--- src/rtl/spi_cmd_master_pkg.sv ---
// ---------------------------------------------------------------------------
// crapsynth_spi_pkg
// Shared definitions for the 24-bit noise/synth SPI command link.
//   WORD_BITS      bits per frame
//   CMD_LFSR_BIT   set = LFSR seed load, clear = freq_div load
//   FREQ_DIV_BITS  width of the freq_div payload (bits 16:0)
//   LFSR_BITS      width of the seed payload (bits 22:0)
//   spi_state_e    master FSM state encoding
//   mk_freq_cmd()  builds a freq_div load word
//   mk_seed_cmd()  builds an LFSR seed load word
// ---------------------------------------------------------------------------
package crapsynth_spi_pkg;

    localparam int WORD_BITS     = 24;
    localparam int CMD_LFSR_BIT  = 23;
    localparam int FREQ_DIV_BITS = 17;
    localparam int LFSR_BITS     = 23;

    typedef enum logic [2:0] {
        ST_IDLE  = 3'd0,
        ST_SETUP = 3'd1,
        ST_HIGH  = 3'd2,
        ST_LOW   = 3'd3,
        ST_HOLD  = 3'd4,
        ST_GAP   = 3'd5
    } spi_state_e;

    // Command bit clear, unused middle bits zero, divider in the low bits.
    function automatic logic [WORD_BITS-1:0] mk_freq_cmd(input logic [FREQ_DIV_BITS-1:0] div);
        logic [WORD_BITS-1:0] w;
        w = '0;
        w[FREQ_DIV_BITS-1:0] = div;
        return w;
    endfunction

    // Command bit set, seed fills everything below it.
    function automatic logic [WORD_BITS-1:0] mk_seed_cmd(input logic [LFSR_BITS-1:0] seed);
        logic [WORD_BITS-1:0] w;
        w = '0;
        w[CMD_LFSR_BIT]       = 1'b1;
        w[LFSR_BITS-1:0]      = seed;
        return w;
    endfunction

endpackage

--- src/rtl/spi_cmd_master_if.sv ---
// ---------------------------------------------------------------------------
// spi_cmd_master_if
// Bundles the word handshake and the SPI pins of spi_cmd_master.
//   tx_data/tx_valid/tx_ready  word request handshake
//   tx_done/busy               frame status
//   spi_clock/spi_data/spi_cs  SPI mode-0 pins (cs active low)
// Modports: master = the SPI master block, slave = the word source.
// ---------------------------------------------------------------------------
interface spi_cmd_master_if #(
    parameter int WORD_BITS = crapsynth_spi_pkg::WORD_BITS
) ();

    logic [WORD_BITS-1:0] tx_data;
    logic                 tx_valid;
    logic                 tx_ready;
    logic                 tx_done;
    logic                 busy;
    logic                 spi_clock;
    logic                 spi_data;
    logic                 spi_cs;

    modport master (
        input  tx_data, tx_valid,
        output tx_ready, tx_done, busy, spi_clock, spi_data, spi_cs
    );

    modport slave (
        output tx_data, tx_valid,
        input  tx_ready, tx_done, busy, spi_clock, spi_data, spi_cs
    );

endinterface

--- src/rtl/spi_cmd_master_phase_timer.sv ---
// ---------------------------------------------------------------------------
// spi_phase_timer
// Down-counter timing one spi_clock half-period (CLK_DIV sys_clk cycles).
//   sys_clk   in  clock
//   sys_rst   in  synchronous active-high reset
//   i_load    in  restart the period (counter <= CLK_DIV-1)
//   o_expire  out high on the last cycle of the period
// The counter stops at zero rather than wrapping.
// ---------------------------------------------------------------------------
module spi_phase_timer #(
    parameter int CLK_DIV = 4
) (
    input  logic sys_clk,
    input  logic sys_rst,
    input  logic i_load,
    output logic o_expire
);

    localparam int CW = $clog2(CLK_DIV);

    logic [CW-1:0] r_count;

    always_ff @(posedge sys_clk) begin
        if (sys_rst) begin
            r_count <= '0;
        end else if (i_load) begin
            r_count <= CW'(CLK_DIV - 1);
        end else if (r_count != '0) begin
            r_count <= r_count - CW'(1);
        end
    end

    assign o_expire = (r_count == '0);

endmodule

--- src/rtl/spi_cmd_master.sv ---
// ---------------------------------------------------------------------------
// spi_cmd_master
// Serialises one WORD_BITS command word MSB-first per spi_cs-low frame.
// Data is set up a full half-period before each spi_clock rising edge and
// held a full half-period after it; the receiver commits on spi_cs rising.
//   sys_clk  in   system clock
//   sys_rst  in   synchronous active-high reset (aborts any frame)
//   bus      master modport: tx_data/tx_valid in; tx_ready, tx_done, busy,
//            spi_clock, spi_data, spi_cs out (all registered)
// ---------------------------------------------------------------------------
module spi_cmd_master #(
    parameter int WORD_BITS = crapsynth_spi_pkg::WORD_BITS,
    parameter int CLK_DIV   = 4,
    parameter int GAP_CYC   = 4
) (
    input  logic             sys_clk,
    input  logic             sys_rst,
    spi_cmd_master_if.master bus
);

    import crapsynth_spi_pkg::*;

    localparam int BW = $clog2(WORD_BITS);
    localparam int GW = $clog2(GAP_CYC + 1);

    spi_state_e           r_state;
    spi_state_e           w_state_next;

    logic [WORD_BITS-1:0] r_shreg;
    logic [BW-1:0]        r_bitcnt;
    logic [GW-1:0]        r_gapcnt;

    logic                 r_spi_cs,    w_spi_cs_next;
    logic                 r_spi_clock, w_spi_clock_next;
    logic                 r_tx_ready,  w_tx_ready_next;
    logic                 r_busy,      w_busy_next;
    logic                 r_tx_done,   w_tx_done_next;

    logic                 w_accept;
    logic                 w_last_bit;
    logic                 w_gap_expire;
    logic                 w_phase_load;
    logic                 w_phase_expire;

    assign w_accept     = bus.tx_valid && r_tx_ready;
    assign w_last_bit   = (r_bitcnt == BW'(WORD_BITS - 1));
    assign w_gap_expire = (r_gapcnt == '0);
    // Every timed state exits to a different state, so a state change is
    // exactly the moment a fresh half-period starts.
    assign w_phase_load = (w_state_next != r_state);

    spi_phase_timer #(
        .CLK_DIV (CLK_DIV)
    ) u_phase_timer (
        .sys_clk  (sys_clk),
        .sys_rst  (sys_rst),
        .i_load   (w_phase_load),
        .o_expire (w_phase_expire)
    );

    // State register
    always_ff @(posedge sys_clk) begin
        if (sys_rst) begin
            r_state <= ST_IDLE;
        end else begin
            r_state <= w_state_next;
        end
    end

    // Next-state logic
    always_comb begin
        w_state_next = r_state;
        case (r_state)
            ST_IDLE:  if (w_accept)       w_state_next = ST_SETUP;
            ST_SETUP: if (w_phase_expire) w_state_next = ST_HIGH;
            ST_HIGH:  if (w_phase_expire) w_state_next = w_last_bit ? ST_HOLD : ST_LOW;
            ST_LOW:   if (w_phase_expire) w_state_next = ST_HIGH;
            ST_HOLD:  if (w_phase_expire) w_state_next = ST_GAP;
            ST_GAP:   if (w_gap_expire)   w_state_next = ST_IDLE;
            default:                      w_state_next = ST_IDLE;
        endcase
    end

    // Output logic: computed from the state being entered so every output
    // is a register that changes on the same edge as the state.
    always_comb begin
        w_spi_cs_next    = 1'b1;
        w_spi_clock_next = 1'b0;
        w_tx_ready_next  = 1'b0;
        w_busy_next      = 1'b1;
        w_tx_done_next   = 1'b0;
        case (w_state_next)
            ST_SETUP, ST_LOW, ST_HOLD: w_spi_cs_next = 1'b0;
            ST_HIGH: begin
                w_spi_cs_next    = 1'b0;
                w_spi_clock_next = 1'b1;
            end
            ST_IDLE: begin
                w_tx_ready_next = 1'b1;
                w_busy_next     = 1'b0;
            end
            default: ;
        endcase
        if ((r_state == ST_HOLD) && (w_state_next == ST_GAP)) begin
            w_tx_done_next = 1'b1;
        end
    end

    always_ff @(posedge sys_clk) begin
        if (sys_rst) begin
            r_spi_cs    <= 1'b1;
            r_spi_clock <= 1'b0;
            r_tx_ready  <= 1'b1;
            r_busy      <= 1'b0;
            r_tx_done   <= 1'b0;
        end else begin
            r_spi_cs    <= w_spi_cs_next;
            r_spi_clock <= w_spi_clock_next;
            r_tx_ready  <= w_tx_ready_next;
            r_busy      <= w_busy_next;
            r_tx_done   <= w_tx_done_next;
        end
    end

    // Shift register, bit counter and gap counter. spi_data is taken straight
    // from the shift register MSB: loading on accept presents bit 23 as cs
    // falls, and the shift on HIGH->LOW presents the next bit as clock falls.
    always_ff @(posedge sys_clk) begin
        if (sys_rst) begin
            r_shreg  <= '0;
            r_bitcnt <= '0;
            r_gapcnt <= '0;
        end else begin
            if (r_state == ST_IDLE && w_accept) begin
                r_shreg  <= bus.tx_data;
                r_bitcnt <= '0;
            end else if (r_state == ST_HIGH && w_state_next == ST_LOW) begin
                r_shreg  <= {r_shreg[WORD_BITS-2:0], 1'b0};
                r_bitcnt <= r_bitcnt + BW'(1);
            end

            if (r_state == ST_HOLD && w_state_next == ST_GAP) begin
                r_gapcnt <= GW'(GAP_CYC - 1);
            end else if (r_state == ST_GAP && !w_gap_expire) begin
                r_gapcnt <= r_gapcnt - GW'(1);
            end
        end
    end

    assign bus.spi_cs    = r_spi_cs;
    assign bus.spi_clock = r_spi_clock;
    assign bus.spi_data  = r_shreg[WORD_BITS-1];
    assign bus.tx_ready  = r_tx_ready;
    assign bus.busy      = r_busy;
    assign bus.tx_done   = r_tx_done;

endmodule

--- src/flat_wrapper.sv ---
// flat-port wrapper written by rule: the top's interface ports become plain ports
module spi_cmd_master_flat import crapsynth_spi_pkg::*;
#(
    parameter int WORD_BITS = crapsynth_spi_pkg::WORD_BITS,
    parameter int CLK_DIV   = 4,
    parameter int GAP_CYC   = 4
)
  (sys_clk, sys_rst, bus_tx_data, bus_tx_valid, bus_tx_ready, bus_tx_done, bus_busy, bus_spi_clock, bus_spi_data, bus_spi_cs);
  spi_cmd_master_if #(.WORD_BITS(WORD_BITS)) bus_i ();
  input  logic sys_clk;
  input  logic sys_rst;
  input wire logic [$bits(bus_i.tx_data)-1:0] bus_tx_data;
  input wire logic [$bits(bus_i.tx_valid)-1:0] bus_tx_valid;
  output wire logic [$bits(bus_i.tx_ready)-1:0] bus_tx_ready;
  output wire logic [$bits(bus_i.tx_done)-1:0] bus_tx_done;
  output wire logic [$bits(bus_i.busy)-1:0] bus_busy;
  output wire logic [$bits(bus_i.spi_clock)-1:0] bus_spi_clock;
  output wire logic [$bits(bus_i.spi_data)-1:0] bus_spi_data;
  output wire logic [$bits(bus_i.spi_cs)-1:0] bus_spi_cs;
  assign bus_i.tx_data = bus_tx_data;
  assign bus_i.tx_valid = bus_tx_valid;
  assign bus_tx_ready = bus_i.tx_ready;
  assign bus_tx_done = bus_i.tx_done;
  assign bus_busy = bus_i.busy;
  assign bus_spi_clock = bus_i.spi_clock;
  assign bus_spi_data = bus_i.spi_data;
  assign bus_spi_cs = bus_i.spi_cs;
  spi_cmd_master #(.WORD_BITS(WORD_BITS), .CLK_DIV(CLK_DIV), .GAP_CYC(GAP_CYC)) u_core (.sys_clk(sys_clk), .sys_rst(sys_rst), .bus(bus_i));
endmodule
--- config.mk ---
export PLATFORM = sky130hd
export DESIGN_NAME = spi_cmd_master_flat
export DESIGN_NICKNAME = d
export VERILOG_FILES = /design/src/rtl/spi_cmd_master_pkg.sv /design/src/rtl/spi_cmd_master_if.sv /design/src/rtl/spi_cmd_master_phase_timer.sv /design/src/rtl/spi_cmd_master.sv /design/src/flat_wrapper.sv
export SDC_FILE = /design/constraint.sdc
export NUM_CORES = 1
export LEC_CHECK = 0
export CAP_MARGIN = 25
export CORE_MARGIN = 1
export CORE_UTILIZATION = 49
export CTS_BUF_LIST = sky130_fd_sc_hd__clkbuf_2
export DETAILED_ROUTE_END_ITERATION = 16
export PLACE_DENSITY = 0.77
export SLEW_MARGIN = 25
export SYNTH_ARGS = -nofsm -noshare
export SYNTH_HDL_FRONTEND = slang
export SYNTH_SLANG_ARGS = --single-unit
--- constraint.sdc ---
create_clock -name sys_clk -period 1.9 [get_ports sys_clk]
set_input_delay 0.19 -clock sys_clk [delete_from_list [all_inputs] [get_ports sys_clk]]
set_output_delay 0.19 -clock sys_clk [all_outputs]
set_load 0.01 [all_outputs]
* Word-level counts from Yosys, hierarchy flattened
Index checks and enable logic that the tools add are counted.
** Storage, ports and cells
- Input port bits :: 27
- Output and inout port bits :: 6
- Flip-flop bits (word level) :: 42
- Word-level logic and storage cells :: 62
** Operators by class
- Reduce and logical (&&, ||, !) cells :: 18
- Multiplexer cells :: 18
- Equal/unequal tests :: 12
- Add/sub/neg operators :: 3
** Operator list (count)
- $mux W24 :: 2
- $mux W3 :: 6
- $pmux W3 S5 :: 1
- $eq A3 B2 Y1 const B :: 4
- $eq A3 B3 Y1 const B :: 4
- $logic_not A3 Y1 :: 3
- $mux W2 :: 4
- $reduce_bool A2 Y1 :: 4
- $eq A3 B1 Y1 const B :: 2
- $reduce_or A2 Y1 :: 3
- $add A5 B1 Y5 const B :: 1
- $eq A5 B5 Y1 const B :: 1
- $logic_and A1 B1 Y1 :: 5
- $mux W1 :: 5
- $reduce_or A4 Y1 :: 1
- $ne A3 B3 Y1 :: 1
- $sub A3 B1 Y3 const B :: 1
- $logic_not A2 Y1 :: 1
- $sub A2 B1 Y2 const B :: 1
- $logic_not A1 Y1 :: 1

* Logic depth before layout (Yosys ltp)
- Depth after elaboration :: 8
- Mapped depth :: 9
- Gate-level depth less buffers :: 6

* Modules after synthesis
From an unflattened synthesis, not the netlist that was laid out.
** Unflattened totals
- Cell total of the unflattened synthesis :: 223
- Area, all modules :: 2003.2 sq um
** By module, submodules not included
- spi_cmd_master :: instances 1, cells each 213, area each 1906.8 sq um, sequential area each 800.8 sq um
- spi_phase_timer :: instances 1, cells each 10, area each 96.3 sq um, sequential area each 40.0 sq um

* Worst setup path after synthesis
OpenSTA, ideal clock, no wires.
- Kind :: flip-flop to flip-flop
- Start point :: reg u_core.u_phase_timer.r_count[0]
- End point :: reg u_core.r_spi_cs, in the netlist u_core.bus.spi_cs
- Setup slack :: 112 ps
- Buffers on the path :: 2
- Data arrival time :: 1668 ps
- Library setup time :: 120 ps
- Period minus slack after synthesis :: 1788 ps
- Data required time :: 1780 ps
- Stages on the path, launching flop included :: 9
- Cells stage by stage :: dfxtp_1 > inv_1 > ha_1 > buf_2 > nand3b_2 > or3_1 > buf_6 > and4_4 > a211o_1
** On the way
- Cells in the longest elaborated chain, start to end :: 6
- Elaborated cells on any way between the ends :: 11
** Ends and longest elaborated chain
- from (decl) :: RTL line spi_cmd_master_phase_timer.sv:21 : logic [CW-1:0] r_count;
- from (signal assigned) :: RTL line spi_cmd_master_phase_timer.sv:27 : r_count <= CW'(CLK_DIV - 1);
- from (signal assigned) :: RTL line spi_cmd_master_phase_timer.sv:29 : r_count <= r_count - CW'(1);
- $logic_not A2 Y1 (*) :: RTL line spi_cmd_master_phase_timer.sv:33 : assign o_expire = (r_count == '0);
- $mux W3, on equally long branches
- $pmux W3 S5 (*) :: RTL line spi_cmd_master.sv:73 : case (r_state)
- $eq A3 B1 Y1 (tied with other cells) :: RTL line spi_cmd_master.sv:92 : case (w_state_next)
- $reduce_or A4 Y1 (no source line) (*)
- $mux W1 (*) :: RTL line spi_cmd_master.sv:92
- to (signal assigned) :: RTL line spi_cmd_master.sv:117 : r_spi_cs <= w_spi_cs_next;
- to (decl) :: RTL line spi_cmd_master.sv:33 : logic r_spi_cs, w_spi_cs_next;
Every way passes the cells marked *; elsewhere a longest branch is shown, timed or not.
A chain may end at the register's enable or synchronous reset.

* Worst setup path in the final report
- Start point :: reg u_core.r_bitcnt[0]
- End point :: reg u_core.r_shreg[3]
** On the way
- Cells in the longest elaborated chain, start to end :: 7
** Ends and longest elaborated chain
- from (decl) :: RTL line spi_cmd_master.sv:30 : logic [BW-1:0] r_bitcnt;
- from (signal assigned) :: RTL line spi_cmd_master.sv:139 : r_bitcnt <= r_bitcnt + BW'(1);
- $eq A5 B5 Y1 :: RTL line spi_cmd_master.sv:46 : assign w_last_bit = (r_bitcnt == BW'(WORD_BITS - 1));
- $mux W3 (2 in a row) :: RTL line spi_cmd_master.sv:76 : ST_HIGH: if (w_phase_expire) w_state_next = w_last_bit ? ST_HOLD : ST_LOW;
- $pmux W3 S5 :: RTL line spi_cmd_master.sv:73
- $eq A3 B2 Y1 :: RTL line spi_cmd_master.sv:137 : end else if (r_state == ST_HIGH && w_state_next == ST_LOW) begin
- $logic_and A1 B1 Y1 :: RTL line spi_cmd_master.sv:137
- $reduce_bool A2 Y1 (no source line)
- to (signal assigned) :: RTL line spi_cmd_master.sv:135 : r_shreg <= bus.tx_data;
- to (signal assigned) :: RTL line spi_cmd_master.sv:138 : r_shreg <= {r_shreg[WORD_BITS-2:0], 1'b0};
- to (decl) :: RTL line spi_cmd_master.sv:29 : logic [WORD_BITS-1:0] r_shreg;
No other way between the ends.

==> summary.md <==
| Metric | Value |
|---|---|
| Worst path cell trace | `ha_1 > and4b_4 > or3_4 > buf_6 > mux2i_1 > o2bb2ai_1` |
| IO Count | `33` |
| Starting Density | `51.9%` |
| Worst min path class | `input port to register` |
| IO Port Bufs | `32` |
| Pre-antenna DRT Iters | `4` |
| Number of flops mapped to enable cells by yosys | `0` |
| Syn avg cell area | `10.2 um^2` |
| Post-layout instance area | `2400 um^2` |
| Dpl cells | `265` |
| DRC viols | `0` |
| Sequential Power Share | `47.1%` |
| Total power | `2.50 mW` |
| Routed vias | `1526` |
| Via density | `5.57` |
| Comb pwr share | `38.2%` |
| Post-synth cell types | `44` |
| Syn. warnings | `0` |
| Post-DP HPWL | `2830 um` |
| Number of nets in the layout | `256` |
| Switch Pwr | `0.852 mW` |
| Post-Route M1 WL | `1690 um` |
| Global route overflow | `0` |
| Layout cells sized above 1 | `12.4%` |
| Sw frac | `34.1%` |
| Pint | `1.65 mW` |
| Post-DP Area | `2330 um^2` |
| Area growth from synthesis to layout | `23.5%` |
| Worst setup EP type | `register` |
| Final slew viol count | `0` |
| Place WS | `-0.00688 ns` |
| Rel. slew slack | `68.7%` |
| CP arrival | `2.17 ns` |
| Commonest cells after routing, fill and taps aside | `41 x dfxtp_1, 32 x clkdlybuf4s50_1, 23 x mux2i_1, 23 x o2bb2ai_1, 9 x nor2_1` |
| Sequential fraction of the synthesis area | `43.2%` |
| Final Hold Fails | `0` |
| Gr usage total | `20.7%` |
| Hold_ws | `0.312 ns` |
| Commonest non-fill, non-tap cell in the layout | `dfxtp_1` |
| DIE AREA | `4220 um^2` |
| Met2 Wirelength | `1980 um` |
| Clk Latency, worst-skew pair | `0.40 ns` |
| Gate Count Post-Synth | `190` |
| Fill cell count | `331` |
| Max Cap Viol | `0` |
| RePlAce Congestion | `0.863` |
| Worst Slack Setup Final | `0.0727 ns` |
| CTS Buf Count | `5` |
| Critical-path maximum fanout | `23` |
| Initial antenna violation count | `0` |
| Tmin final | `1.83 ns` |
| Clock buffer depth | `2` |
| Fraction of registers with async set/reset | `0%` |
| Worst Max-Slew Pin Slew | `0.464 ns` |
| Initial DRC Count | `51` |
| Crit Path Category | `register to register` |
| Drt wl/cell | `14.3 um` |
| Worst path slowest cell | `or3_4` |
| First-pass GRT wire length | `6670 um` |
| Peak supply drop | `524 uV` |
| Endpoints failing setup | `0` |
| Fmax | `0.547 GHz` |
| Period utilisation layout | `96.2%` |
| Largest net degree at the start of global routing | `29` |
| Worst EP required | `2.24 ns` |
| Total wire length | `3910 um` |
| Non-filler cells, final | `274` |
| CP peak stage delay | `0.40 ns` |
| ANT cells | `0` |
| Clock transition at path regs | `0.19 ns` |
| Pleak | `1.00 nW` |
| Highest layer used for signal routing | `met4` |
| Vias in the first global route | `1573` |
| Mapped cell area | `1940 um^2` |
| Worst setup SP type | `register` |
| Std cell rows | `22` |
| Synth Flop Type | `dfxtp_1` |
| Core area | `3740 um^2` |
| Met3 Wirelength | `161 um` |
| Cts hold-fix bufs | `0` |
| Clock Sink Count | `42` |
| H-tree depth | `2` |
| Clock Root Buffer | `clkbuf_2` |
| Mapped Nets | `221` |
| Power density cells | `1040 nW/um^2` |
| CTS tree | `done` |
| Seq cells post-synth | `42` |
| Status | `complete, no violations` |
| Die extent in x | `65.0 um` |
| Antenna viol nets, final | `0` |
| Die Height | `65.0 um` |
| Clk network pwr share | `14.7%` |
| Clk_skew | `0.00445 ns` |
==> kinds of logic (layout without fill, tap and decap cells) <==
| group | count (synthesis) | in the layout | share of synthesized area [%] |
|---|---|---|---|
| and+or+nand+nor | 52 | 52 | 16.5 |
| muxes | 24 | 24 | 12.4 |
| AOI/OAI and AO/OA | 41 | 41 | 16.9 |
| buffers and inverters | 20 | 56 | 5.21 |
| DFF | 42 | 42 | 43.2 |
| xor gates and xnor gates | 7 | 7 | 3.15 |
| adders and majority gates | 4 | 4 | 2.57 |
==> registers in the layout, indices dropped and copies added (netlist names) <==
name / flops
u_core.bus.spi_clock: 1
u_core.r_gapcnt: 3
u_core.bus.tx_ready: 1
u_core.r_shreg: 24
u_core.r_state: 3
u_core.bus.spi_cs: 1
u_core.r_bitcnt: 5
u_core.bus.tx_done: 1
u_core.bus.busy: 1
u_core.u_phase_timer.r_count: 2
==> cell type report <==
class                           count  area [um^2]  area share (%)
Clock buffer                        6         30.0            1.25
Tap cell                           48         60.1            2.50
Clock inverter                      2         8.76           0.365
Inverter                            8         30.0            1.25
Multi-Input combinational cell    128         1020            42.5
Sequential cell                    42          842            35.1
Timing Repair Buffer               40          409            17.0
==> worst max-delay path: cells and delay by family, from the launching register on <==
kind,cells,cell delay [ns]
simple gates,2,0.62
flops,1,0.38
fa+ha+maj,1,0.25
buf+inv,1,0.21
compound gates,1,0.16
mux,1,0.14
==> path summary, 6_finish.rpt <==
check | startpoint | end | slack [ns] | depth (start not counted)
max | u_core.r_bitcnt[0]$_SDFFE_PP0P_ | u_core.r_shreg[3]$_SDFFE_PP0P_ | 0.07 | 6
min | bus_tx_data[15] | u_core.r_shreg[15]$_SDFFE_PP0P_ | 0.31 | 2
max reg2reg | u_core.r_bitcnt[0]$_SDFFE_PP0P_ | u_core.r_shreg[3]$_SDFFE_PP0P_ | 0.07 | 6
min reg2reg | u_core.r_shreg[0]$_SDFFE_PP0P_ | u_core.r_shreg[0]$_SDFFE_PP0P_ | 0.49 | 2
==> metrics by stage <==
stage | utilization [%] | TNS, ns
6_report | 64.1 | 0
5_1_grt | 64.1 | -0.00135
4_1_cts | 63.4 | 0
3_5_place_dp | 62.3 | -0.00855
3_3_place_gp | 62.3 | 0
2_1_floorplan | - | 0
==> layer usage <==
layer  GRT usage, %  vias to the layer above
met3           5.11                        8
met1           23.0                      711
met4           10.6                        0
met2           36.2                       37
met5              0                        -
li1               -                      770
==> power groups by stage <==
stage / Clock [mW] / Sequential [mW] / Combinational [mW]
2_1_floorplan: 0 / 1.18 / 0.612
4_1_cts: 0.386 / 1.18 / 0.933
6_report: 0.369 / 1.18 / 0.954
3_3_place_gp: 0 / 1.19 / 0.890
3_5_place_dp: 0 / 1.20 / 0.924
5_1_grt: 0.422 / 1.20 / 1.06
==> synth_stat cells (3+ instances only) <==
cell       number  share of area, %
clkbuf_1        3              0.58
or3_1           3              0.97
nor3_1          3              0.77
nor2b_1         5               1.6
o2bb2ai_1      23                10
a21oi_1         4               1.0
buf_2           6               1.5
nand2b_1        4               1.3
mux2i_1        23                12
inv_1           8               1.5
xnor2_1         5               2.3
nand2_1         6               1.2
o21ai_0         3              0.77
dfxtp_1        42                43
nor2_1          9               1.7
ha_1            4               2.6
==> timing repair <==
item | 4_1_cts | 5_1_grt
endpoints found under the setup margin | 8 | 21
pin swaps | 0 | 0
buffers inserted | 0 | 1
gates resized for setup | 1 | 6
endpoints found under the hold margin | 0 | 0
Note: power is estimated with default switching activity, not from simulation.
==> variant 1: new RTL, same flow settings <==
Change the package constant `WORD_BITS` from 24 to 48.
--- a/src/rtl/spi_cmd_master_pkg.sv
+++ b/src/rtl/spi_cmd_master_pkg.sv
@@ -11,7 +11,7 @@
 // ---------------------------------------------------------------------------
 package crapsynth_spi_pkg;
 
-    localparam int WORD_BITS     = 24;
+    localparam int WORD_BITS     = 48;
     localparam int CMD_LFSR_BIT  = 23;
     localparam int FREQ_DIV_BITS = 17;
     localparam int LFSR_BITS     = 23;
Interface: changed (resized bus_tx_data); port bits go from 33 to 57. No check against the original RTL was run, so the function may have changed too.
==> variant 1 against the original RTL <==
Setup slack better by 86 ps. Synthesized cell count grew 42%. Clock power grew 140%. Clock skew up 22 ps. Sequential share of layout area is 0.054 points higher. Non-clock buffer count is 30 higher. Sequential power rose by 56%. Total power rose by 57%. Routed wire length up 42%. Sequential cell count increased by 25. Synthesized area is 55% higher. Final area is 59% higher. Critical path type unchanged. Largest cell class unchanged. Highest routed layer unchanged.
==> variant 1: results (changes against the original RTL) <==
- P_leak: 0.00169 uW (was 0.00100 uW)
- Clock Latency Late Sink: 490 ps (was 400 ps)
* Non-filler cells in the finished layout: 408 (was 274)
- The synthesized netlist net count was 324 (was 221).
- The synthesized area per cell came to 11.2 um^2 (was 10.2 um^2).
* Status: completed (unchanged)
- The share of synthesized area occupied by flip-flops and latches came to 44.4% (was 43.2%).
- Via/cell ratio: 5.46 (was 5.57)
- The arrival time at the worst endpoint is 2130 ps (was 2170 ps).
- The peak supply drop is 0.518 mV (was 0.524 mV).
- Overall global routing resource usage: 18.3% (was 20.7%)
- Placed Cells incl. Taps: 392 (was 265)
* Biggest registers after layout: u_core.r_shreg x48, u_core.r_bitcnt x6 (was u_core.r_shreg x24, u_core.r_bitcnt x5)
- Vias in the first global route: 2065 (was 1573)
* Actual slew at the worst max-slew pin: 445 ps (was 464 ps)
* Cell at the slowest stage of the critical path: sky130_fd_sc_hd__dfxtp_1 (was sky130_fd_sc_hd__or3_4)
* Reg clk slew, reported paths: 210 ps (was 190 ps)
* Critical-path maximum fanout: 13 (was 23)
* First-pass GRT wire length: 9110 um (was 6670 um)
- The largest stage delay on the critical path is 440 ps (was 400 ps).
- Ranking of synthesized cells by area: sky130_fd_sc_hd__dfxtp_1 44%, sky130_fd_sc_hd__mux2i_1 16%, sky130_fd_sc_hd__o2bb2ai_1 11%, sky130_fd_sc_hd__o2bb2ai_2 5.0%, sky130_fd_sc_hd__buf_6 1.9% (was sky130_fd_sc_hd__dfxtp_1 43%, sky130_fd_sc_hd__mux2i_1 12%, sky130_fd_sc_hd__o2bb2ai_1 10%, sky130_fd_sc_hd__ha_1 2.6%, sky130_fd_sc_hd__xnor2_1 2.3%)
* Minimum setup slack after placement: 116 ps (was -6.88 ps)
* Depth of the CTS H-tree: 3 (was 2)
- The count of unique library cells instantiated by Yosys is 42 (was 44).
- Kind of cell adding the most delay to the critical path: flip-flops (was simple AND/OR/NAND/NOR gates)
[variant 1: path summary, 6_finish.rpt]
check | to | cells past startpoint | slack, ps | startpoint
worst min-delay path | u_core.r_shreg[26] | 2 | 220 | bus_tx_data[26]
worst min register to register | u_core.r_shreg[0] | 2 | 490 | u_core.r_shreg[0]
worst max register to register | u_core.r_shreg[46] | 6 | 160 | u_core.r_bitcnt[0]
worst max-delay path | u_core.r_shreg[46] | 6 | 160 | u_core.r_bitcnt[0]
[variant 1: timing repair]
action,in CTS,in global routing
endpoints found under the setup margin,0,3
hold buffers,0,0
gates resized for setup,0,1
[variant 1: metal layers]
layer / part of all wire, % / GRT usage [%] / up-vias
met5: 0 / 0 / -
met4: 1.3 / 7.14 / 0
met3: 6.1 / 6.02 / 8
met2: 47 / 29.7 / 46
met1: 46 / 22.3 / 1042
li1: - / - / 1130
[variant 1: final cells by class]
| class | instances | area, um^2 | area share (%) |
|---|---|---|---|
| clock buffers | 9 | 45.0 | 1.18 |
| clock inverters | 7 | 81.3 | 2.13 |
| flip-flops and latches | 67 | 1340 | 35.1 |
| well taps | 75 | 93.8 | 2.46 |
| repair buffers | 70 | 728 | 19.1 |
| inverters | 7 | 26.3 | 0.688 |
| multi-input cells | 173 | 1500 | 39.4 |
[variant 1: power by group]
part	total [uW]	internal [uW]	leakage [uW]	switching (uW)
logic	1210	647	0.00106	563
registers	1840	1680	0.000548	159
clock network	873	325	0.0000739	548
total	3920	2650	0.00169	1270
[variant 1: cell families after synthesis]
| family | synth area share (%) |
|---|---|
| buffers and inverters | 6.42 |
| AND/OR/NAND/NOR | 7.74 |
| adder cells (fa/ha/maj) | 1.66 |
| flip-flops | 44.4 |
| multiplexers | 17.0 |
| XOR/XNOR | 1.74 |
| AO/OA/AOI/OAI | 21.1 |
==> variant 2: new RTL, same settings <==
Made on the original files. Re-encode `spi_state_e` (6 states) as Gray code, 3 bits wide.
--- a/src/rtl/spi_cmd_master_pkg.sv
+++ b/src/rtl/spi_cmd_master_pkg.sv
@@ -17,12 +17,12 @@
     localparam int LFSR_BITS     = 23;
 
     typedef enum logic [2:0] {
-        ST_IDLE  = 3'd0,
-        ST_SETUP = 3'd1,
-        ST_HIGH  = 3'd2,
-        ST_LOW   = 3'd3,
-        ST_HOLD  = 3'd4,
-        ST_GAP   = 3'd5
+        ST_IDLE  = 3'b000,
+        ST_SETUP = 3'b001,
+        ST_HIGH  = 3'b011,
+        ST_LOW   = 3'b010,
+        ST_HOLD  = 3'b110,
+        ST_GAP   = 3'b111
     } spi_state_e;
 
     // Command bit clear, unused middle bits zero, divider in the low bits.
Behaviour: same outputs for any inputs over 10 cycles, from zero or initial values and one cycle with sys_rst high; not proved beyond that.
==> variant 2 against the original RTL <==
Largest power group unchanged. Total power increased by 6.3%. Routed wire length decreased by 5.8%. Final area is 0.63% higher. Critical endpoint is now u_core.r_bitcnt[2]. Sequential cell count did not move. Core utilization rose by 5.5 points. Setup slack lost 19 ps. Via count is 1.8% higher. Count of clock-buffer cells in the layout unchanged. Synthesized area down 5.5%. Maximum frequency shrank 1.0%.
==> variant 2: results (changes against the original RTL) <==
* Dpl hpwl: 2480 um (was 2830 um)
- The final instance area was 2420 um^2 (was 2400 um^2).
* Total cell area at the placement stage: 2300 um^2 (was 2330 um^2)
- Placed Cells incl. Taps: 288 (was 265)
* Mux contribution to synthesized area: 13.6% (was 12.4%)
- The detailed router's first-iteration violation count came to 114 (was 51).
- The count of unique library cells instantiated by Yosys is 35 (was 44).
- Routability-driven placement congestion ratio: 0.893 (was 0.863)
* Depth of the CTS H-tree: 2 (unchanged)
* Minimum setup slack after placement: 9.40 ps (was -6.88 ps)
* Arrival time at the worst endpoint: 2190 ps (was 2170 ps)
- The number of global-route vias before repair is 1364 (was 1573).
* Cell at the slowest stage of the critical path: sky130_fd_sc_hd__or4_1 (was sky130_fd_sc_hd__or3_4)
- Clock Latency Late Sink: 390 ps
- The synthesized netlist net count is 235 (was 221).
- Area share of fa/ha/maj cells after synthesis: 2.72% (was 2.57%)
- Proportion of synthesized chip area in sequential cells: 45.7% (was 43.2%)
* Class of the tightest hold or removal check: in2reg (unchanged)
- Largest voltage drop on the vdd net: 0.781 mV (was 0.524 mV)
* Status: completed (unchanged)
- The first-pass GRT wire length is 5980 um (was 6670 um).
* Mean instance size in the synthesized netlist: 9.01 um^2 (was 10.2 um^2)
- The leakage power summed over all cells was 0.00109 uW (was 0.00100 uW).
* Overall global routing resource usage: 19.0% (was 20.7%)
- Ranking of synthesized cells by area: sky130_fd_sc_hd__dfxtp_1 46%, sky130_fd_sc_hd__mux2i_1 14%, sky130_fd_sc_hd__nand2_1 7.1%, sky130_fd_sc_hd__o21ai_1 3.8%, sky130_fd_sc_hd__o21ai_0 3.0% (was sky130_fd_sc_hd__dfxtp_1 43%, sky130_fd_sc_hd__mux2i_1 12%, sky130_fd_sc_hd__o2bb2ai_1 10%, sky130_fd_sc_hd__ha_1 2.6%, sky130_fd_sc_hd__xnor2_1 2.3%).
- The maximum number of pins on one net before global-route repair is 24 (was 29).
* Filler Cells Inserted: 271 (was 331)
* Final layout net count: 283 (was 256)
* Routed Wire Length: 3690 um (was 3910 um)
- The xor and xnor area share after synthesis came to 0.953% (was 3.15%).
- The post-detailed-route via-to-cell ratio was 5.20 (was 5.57).
- The final setup skew is 14.2 ps (was 4.45 ps).
- Share of the synthesized area in compound gates (AO/OA/AOI/OAI): 13.1% (was 16.9%)
- Critical-path maximum fanout: 6 (was 23)
- The pin slew with the least headroom to its limit was 471 ps (was 464 ps).
## variant 2: timing repair
item / in CTS / in global routing
setup endpoints to repair: 4 / 30
gates resized for setup: 3 / 11
setup buffers: 0 / 3
pin swaps: 0 / 4
## variant 2: worst min-delay path: cells and delay by family
family / cells / cell delay, ps
buffers and inverters: 1 / 390
and+or+nand+nor: 1 / 50
AOI/OAI and AO/OA: 1 / 50
## variant 2: power by group
part	leakage, uW	internal (uW)	total [uW]	switching (uW)
logic	0.000719	544	1070	526
registers	0.000344	1080	1220	138
clock network	0.0000304	90.7	363	273
total	0.00109	1720	2660	937
## variant 2: metal layers
layer	up-vias	global-route usage, %	routed length (um)	share of wire [%]
met3	4	4.35	157	4.3
met5	-	0	0	0
met4	0	8.52	37	1.0
met1	712	26.3	1860	50
met2	35	28.0	1630	44
li1	803	-	-	-
## variant 2: path summary, 6_finish.rpt
| kind | start | to | slack [ps] | cells after the start |
|---|---|---|---|---|
| worst min-delay path | bus_tx_data[15] | u_core.r_shreg[15] | 320 | 3 |
| worst max-delay path | u_core.r_gapcnt[1] | u_core.r_bitcnt[2] | 50 | 9 |
| worst max register to register | u_core.r_gapcnt[1] | u_core.r_bitcnt[2] | 50 | 9 |
| worst min register to register | u_core.r_gapcnt[1] | u_core.r_gapcnt[1] | 510 | 2 |
## variant 2: final cells by class
class | instances | area share [%]
clock inverters | 2 | 0.363
well taps | 46 | 2.38
inverters | 8 | 1.24
multi-input cells | 141 | 39.2
clock buffers | 6 | 1.24
repair buffers | 54 | 20.8
flip-flops and latches | 42 | 34.9
